$ cat config.mk
export PLATFORM = sky130hd
export DESIGN_NAME = gray_scale_ctrl
export DESIGN_NICKNAME = d
export VERILOG_FILES = /design/src/rtl/gray_scale_ctrl.sv
export SDC_FILE = /design/constraint.sdc
export NUM_CORES = 1
export LEC_CHECK = 0
export ABC_AREA = 1
export CAP_MARGIN = 20
export CORE_MARGIN = 3
export CORE_UTILIZATION = 53
export DETAILED_ROUTE_END_ITERATION = 7
export PLACE_DENSITY_LB_ADDON = 0.08
export SLEW_MARGIN = 20
export SYNTH_ARGS = -nofsm -noshare
export SYNTH_HDL_FRONTEND = slang
export SYNTH_SLANG_ARGS = --single-unit
$ cat constraint.sdc
create_clock -name clk_i -period 2.7 [get_ports clk_i]
set_input_delay 0.54 -clock clk_i [delete_from_list [all_inputs] [get_ports clk_i]]
set_output_delay 0.54 -clock clk_i [all_outputs]
set_load 0.01 [all_outputs]
$ cat src/rtl/gray_scale_ctrl.sv
`default_nettype none
// ============================================================================
// Module      : gray_scale_ctrl
// Description : Frame sequencer for the gray-scale converter. Accepts RGB
//               pixels, strobes them into the converter core, and queues the
//               gray results with SOF/EOL/EOF tags in a credit-managed FIFO.
// Revision    : 1.0 - initial release
// ============================================================================
module gray_scale_ctrl #(
    parameter int MAX_PIXEL_BITS  = 24,
    parameter int PIXEL_WIDTH_OUT = 8,
    parameter int IMG_WIDTH       = 320,
    parameter int IMG_HEIGHT      = 240,
    parameter int OUT_DEPTH       = 4
) (
    input  logic                       clk_i,
    input  logic                       nreset_i,
    input  logic                       start_i,
    input  logic                       in_valid_i,
    input  logic [MAX_PIXEL_BITS-1:0]  in_px_rgb_i,
    output logic                       in_ready_o,
    output logic                       gc_px_rdy_o,
    output logic [MAX_PIXEL_BITS-1:0]  gc_px_rgb_o,
    input  logic                       gc_px_rdy_i,
    input  logic [PIXEL_WIDTH_OUT-1:0] gc_px_gray_i,
    output logic                       out_valid_o,
    input  logic                       out_ready_i,
    output logic [PIXEL_WIDTH_OUT-1:0] out_px_gray_o,
    output logic                       out_sof_o,
    output logic                       out_eol_o,
    output logic                       out_eof_o,
    output logic                       busy_o,
    output logic                       frame_done_o,
    output logic                       overflow_o
);

    localparam int COL_W   = (IMG_WIDTH  > 1) ? $clog2(IMG_WIDTH)  : 1;
    localparam int ROW_W   = (IMG_HEIGHT > 1) ? $clog2(IMG_HEIGHT) : 1;
    localparam int PTR_W   = $clog2(OUT_DEPTH);
    localparam int CNT_W   = PTR_W + 1;
    localparam int ENTRY_W = PIXEL_WIDTH_OUT + 3;

    localparam logic [COL_W-1:0] C_COL_LAST  = COL_W'(IMG_WIDTH - 1);
    localparam logic [ROW_W-1:0] C_ROW_LAST  = ROW_W'(IMG_HEIGHT - 1);
    localparam logic [CNT_W-1:0] C_DEPTH     = CNT_W'(OUT_DEPTH);
    localparam logic [CNT_W:0]   C_DEPTH_EXT = (CNT_W + 1)'(OUT_DEPTH);

    typedef enum logic [1:0] {
        S_IDLE  = 2'd0,
        S_RUN   = 2'd1,
        S_DRAIN = 2'd2,
        S_DONE  = 2'd3
    } state_t;

    state_t                      state_q, state_d;
    logic [COL_W-1:0]            col_q;
    logic [ROW_W-1:0]            row_q;
    logic [1:0]                  inflight_q;
    logic                        gc_rdy_q;
    logic [MAX_PIXEL_BITS-1:0]   gc_rgb_q;
    logic [2:0]                  tag_s1_q;   // {sof, eol, eof}, aligned with converter strobe
    logic [2:0]                  tag_s2_q;   // aligned with converter result
    logic [ENTRY_W-1:0]          mem_q [OUT_DEPTH];
    logic [PTR_W-1:0]            wr_ptr_q, rd_ptr_q;
    logic [CNT_W-1:0]            count_q;
    logic                        overflow_q;

    logic                        w_accept;
    logic                        w_col_last;
    logic                        w_row_last;
    logic                        w_last_px;
    logic [2:0]                  w_tags;
    logic [CNT_W:0]              w_used;
    logic                        w_fifo_empty;
    logic                        w_fifo_full;
    logic                        w_push;
    logic                        w_pop;
    logic [ENTRY_W-1:0]          w_head;

    // Credits cover both queued entries and pixels still inside the converter,
    // so a result always finds a free FIFO slot.
    assign w_used       = {1'b0, count_q} + {{(CNT_W - 1){1'b0}}, inflight_q};
    assign in_ready_o   = (state_q == S_RUN) && (w_used < C_DEPTH_EXT);
    assign w_accept     = in_valid_i && in_ready_o;
    assign w_col_last   = (col_q == C_COL_LAST);
    assign w_row_last   = (row_q == C_ROW_LAST);
    assign w_last_px    = w_col_last && w_row_last;
    assign w_tags       = {(col_q == '0) && (row_q == '0), w_col_last, w_last_px};

    assign w_fifo_empty = (count_q == '0);
    assign w_fifo_full  = (count_q == C_DEPTH);
    assign w_push       = gc_px_rdy_i && !w_fifo_full;
    assign w_pop        = out_ready_i && !w_fifo_empty;
    assign w_head       = mem_q[rd_ptr_q];

    assign out_valid_o   = !w_fifo_empty;
    assign out_px_gray_o = out_valid_o ? w_head[PIXEL_WIDTH_OUT-1:0] : '0;
    assign out_sof_o     = out_valid_o && w_head[PIXEL_WIDTH_OUT+2];
    assign out_eol_o     = out_valid_o && w_head[PIXEL_WIDTH_OUT+1];
    assign out_eof_o     = out_valid_o && w_head[PIXEL_WIDTH_OUT];
    assign gc_px_rdy_o   = gc_rdy_q;
    assign gc_px_rgb_o   = gc_rgb_q;
    assign busy_o        = (state_q != S_IDLE);
    assign frame_done_o  = (state_q == S_DONE);
    assign overflow_o    = overflow_q;

    // State register.
    always_ff @(posedge clk_i or negedge nreset_i) begin
        if (!nreset_i) state_q <= S_IDLE;
        else           state_q <= state_d;
    end

    // Next-state logic: drain waits for every pixel to leave the FIFO.
    always_comb begin
        state_d = state_q;
        case (state_q)
            S_IDLE:  if (start_i) state_d = S_RUN;
            S_RUN:   if (w_accept && w_last_px) state_d = S_DRAIN;
            S_DRAIN: if ((inflight_q == 2'd0) && w_fifo_empty) state_d = S_DONE;
            S_DONE:  state_d = S_IDLE;
            default: state_d = S_IDLE;
        endcase
    end

    // Raster position of the next pixel to be accepted.
    always_ff @(posedge clk_i or negedge nreset_i) begin
        if (!nreset_i) begin
            col_q <= '0;
            row_q <= '0;
        end else if ((state_q == S_IDLE) && start_i) begin
            col_q <= '0;
            row_q <= '0;
        end else if (w_accept) begin
            if (w_col_last) begin
                col_q <= '0;
                row_q <= w_row_last ? '0 : row_q + ROW_W'(1);
            end else begin
                col_q <= col_q + COL_W'(1);
            end
        end
    end

    // Pixels issued to the converter but not yet returned; spurious results
    // with nothing outstanding must not wrap the counter.
    always_ff @(posedge clk_i or negedge nreset_i) begin
        if (!nreset_i) begin
            inflight_q <= 2'd0;
        end else begin
            case ({w_accept, gc_px_rdy_i})
                2'b10:   inflight_q <= inflight_q + 2'd1;
                2'b01:   if (inflight_q != 2'd0) inflight_q <= inflight_q - 2'd1;
                default: inflight_q <= inflight_q;
            endcase
        end
    end

    // Converter strobe plus the two-stage tag delay matching its fixed latency.
    always_ff @(posedge clk_i or negedge nreset_i) begin
        if (!nreset_i) begin
            gc_rdy_q <= 1'b0;
            gc_rgb_q <= '0;
            tag_s1_q <= 3'b000;
            tag_s2_q <= 3'b000;
        end else begin
            gc_rdy_q <= w_accept;
            if (w_accept) begin
                gc_rgb_q <= in_px_rgb_i;
                tag_s1_q <= w_tags;
            end
            tag_s2_q <= tag_s1_q;
        end
    end

    // FIFO pointers, occupancy and the sticky overflow flag.
    always_ff @(posedge clk_i or negedge nreset_i) begin
        if (!nreset_i) begin
            wr_ptr_q   <= '0;
            rd_ptr_q   <= '0;
            count_q    <= '0;
            overflow_q <= 1'b0;
        end else begin
            if (w_push) wr_ptr_q <= wr_ptr_q + PTR_W'(1);
            if (w_pop)  rd_ptr_q <= rd_ptr_q + PTR_W'(1);
            case ({w_push, w_pop})
                2'b10:   count_q <= count_q + CNT_W'(1);
                2'b01:   count_q <= count_q - CNT_W'(1);
                default: count_q <= count_q;
            endcase
            if (gc_px_rdy_i && w_fifo_full) overflow_q <= 1'b1;
        end
    end

    // FIFO storage; contents are masked by the occupancy so no reset is needed.
    always_ff @(posedge clk_i) begin
        if (w_push) mem_q[wr_ptr_q] <= {tag_s2_q, gc_px_gray_i};
    end

endmodule
`default_nettype wire

==> results.txt <==
Longest Clk Path Bufs: 2
most frequent cells in the layout: nand2_1 (119), clkdlybuf4s50_1 (77), nor2_1 (67)
HP Class: input port to asynchronous set/reset pin
Final setup viols: 0
multi-input logic area: 1658 um2
first-pass GRT wire length: 15240 um
WP data arrival: 2060 ps
Net Switching: 2266 uW
post-synthesis cell type count: 32
drt wl/cell: 14.04 um
VDD IR max: 434.4 uV
Ports: 79
CP required: 2160 ps
layout cells sized above 1: 10.52%
final wirelength: 9617 um
Synth area leaders: dfrtp_1 (32%), edfxtp_1 (28%), nand2_1 (9.5%)
Crit Path Max Fanout: 6
Layout area overhead: 25.65%
Slew Viols, Final: 0
Fmax: 383.9 MHz
commonest non-fill, non-tap cell in the layout: nand2_1
initial antenna violation count: 0
Sw Share: 37.35%
PortBufs: 78
Tcrit/Tclk final: 96.47%
post-synthesis sequential area ratio: 59.84%
Inst Count DP: 663
fill count: 628
number of routed nets with antenna violations: 0
Yosys top cell area share: 31.83%
drt first-iter violations: 121
status: finished, final reports clean
pwr dens: 1024 nW/um2
CP Launch Type: flop
Starting Density: 56.00%
Vias: 3458
Die Y: 100.3 um
final worst path period need: 2605 ps
fin area: 5927 um2
die area: 10070 um2
total grt overflow: 0
P_leak: 0.002627 uW
global-route usage over all layers: 19.39%
Setup Skew: 13.10 ps
vias per inst: 5.048
hold buffers post-CTS: 0
Die W: 100.3 um
DP HPWL: 6755 um
clk_lat worst skew: 370 ps
CTS tree: yes
total power: 6066 uW
critical path class: flop to primary output
Avg Cell Area, Syn: 9.807 um2
drt drc: 0
Post-Layout Cell Count: 685
clk sinks: 104
Crit. End Element: primary output
core area: 8423 um2
number of global-route vias before repair: 3233
Slew HR: 59.73%
dominant cell type by area after synthesis: dfrtp_1
mapped cell area: 4717 um2
Final Hold Fails: 0
PnR worst setup slack: 95.37 ps
sequential power share: 39.6%
number of synthesized register bits: 104
setup slack at placement: 257.3 ps
Post-Syn Nets: 535
FF+latch area: 2828 um2
max cap viols: 0
clock share of power: 16.6%
gpl congestion: 0.8455
Ys Warns: 0
pin count of the biggest net entering global routing: 36
internal power: 3801 uW
Comb power frac: 43.8%
area of placed instances: 5648 um2
drt first pass iters: 4
clock root cell: clkbuf_8
CTS HTree Levels: 3
Inserted Diodes: 0
Nets: 629
row count: 33
Tightest Pin Transition: 604.0 ps
Reg clk slew, reported paths: 110 ps
post-route setup TNS: 0 ps
cts bufs inserted: 9
synthesized instance count: 481
-- final timing paths --
kind                             start               end  slack, ps  depth (start not counted)
max                        rd_ptr_q[1]  out_px_gray_o[3]        100                          5
min                           nreset_i    gc_px_rgb_o[7]        170                          1
max reg2reg                 count_q[1]        count_q[2]        650                          7
min reg2reg                tag_s1_q[2]       tag_s2_q[2]        390                          0
max in group asynchronous     nreset_i       rd_ptr_q[0]       1920                          2
min in group clk_i         tag_s1_q[2]       tag_s2_q[2]        390                          0
-- synth_stat cells (all sizes together) --
master / n
nand3: 21
buf: 9
or2: 1
o21a: 1
nand4: 10
o21ai: 39
nor2: 71
o31ai: 2
a41o: 1
fa: 1
a21oi: 17
a31oi: 1
nand2: 126
clkbuf: 4
xnor2: 2
nor3: 5
edfxtp: 44
and3: 1
ha: 15
xor2: 5
nor4: 1
inv: 44
dfrtp: 60
-- power groups by stage --
| stage | Combinational, uW | Sequential (uW) | Clock (uW) |
|---|---|---|---|
| after global routing | 2940 | 2460 | 1090 |
| final | 2660 | 2400 | 1000 |
| after CTS | 2580 | 2400 | 1030 |
| after detailed placement | 2580 | 2430 | 0 |
| after global placement | 2500 | 2430 | 0 |
| after floorplan | 1400 | 2450 | 0 |
-- area by class of cell --
type                    instances  share of cell area [%]
clock inverters                 7                   1.520
clock buffers                   9                   2.090
repair inverters                2                  0.2533
flip-flops and latches        104                   47.71
repair buffers                 94                   15.33
inverters                      44                   2.913
well taps                     105                   2.217
multi-input cells             320                   27.97
-- metrics by stage --
step	hold WS [ps]	utilization (%)
floorplan	244.4	-
global placement	363.3	67.05
detailed placement	376.1	67.05
CTS	170.7	69.59
global route	189.9	70.37
finish	166.0	70.37
-- registers in the layout, summed over array words and instances, names as in the netlist --
signal,flops
mem_q,44
gc_px_rdy_o,1
tag_s1_q,3
gc_px_rgb_o,24
rd_ptr_q,2
count_q,3
col_q,9
tag_s2_q,3
row_q,8
state_q,2
wr_ptr_q,2
inflight_q,2
overflow_o,1
-- logic make-up (layout without fill, tap and decap cells) --
group / after synthesis / after routing / synth area share, %
compound gates: 61 / 61 / 7.056
xor+xnor: 7 / 7 / 1.300
fa+ha+maj: 16 / 16 / 4.403
buf+inv: 57 / 156 / 5.172
flops: 104 / 104 / 59.84
simple gates: 236 / 236 / 22.23
-- timing repair --
item,in CTS,in global routing
gates resized for setup,0,9
setup endpoints to repair,0,11
buffers inserted,0,4
-- worst max-delay path, cell delays in order (launching register included) --
cell and delay, ps:
dfrtp_2 470, clkinvlp_4 200, nor2_1 140, o21ai_0 100
a21oi_1 210, clkdlybuf4s50_1 570
-- metal layers --
layer	GRT usage [%]	part of all wire [%]	vias up	wire length (um)
met2	32.57	52	67	4999
met5	0	0	-	0
met1	24.63	43	1619	4130
met4	7.254	1.2	0	114
li1	-	-	1760	-
met3	4.378	3.9	12	372
(Power assumes the default switching activity.)
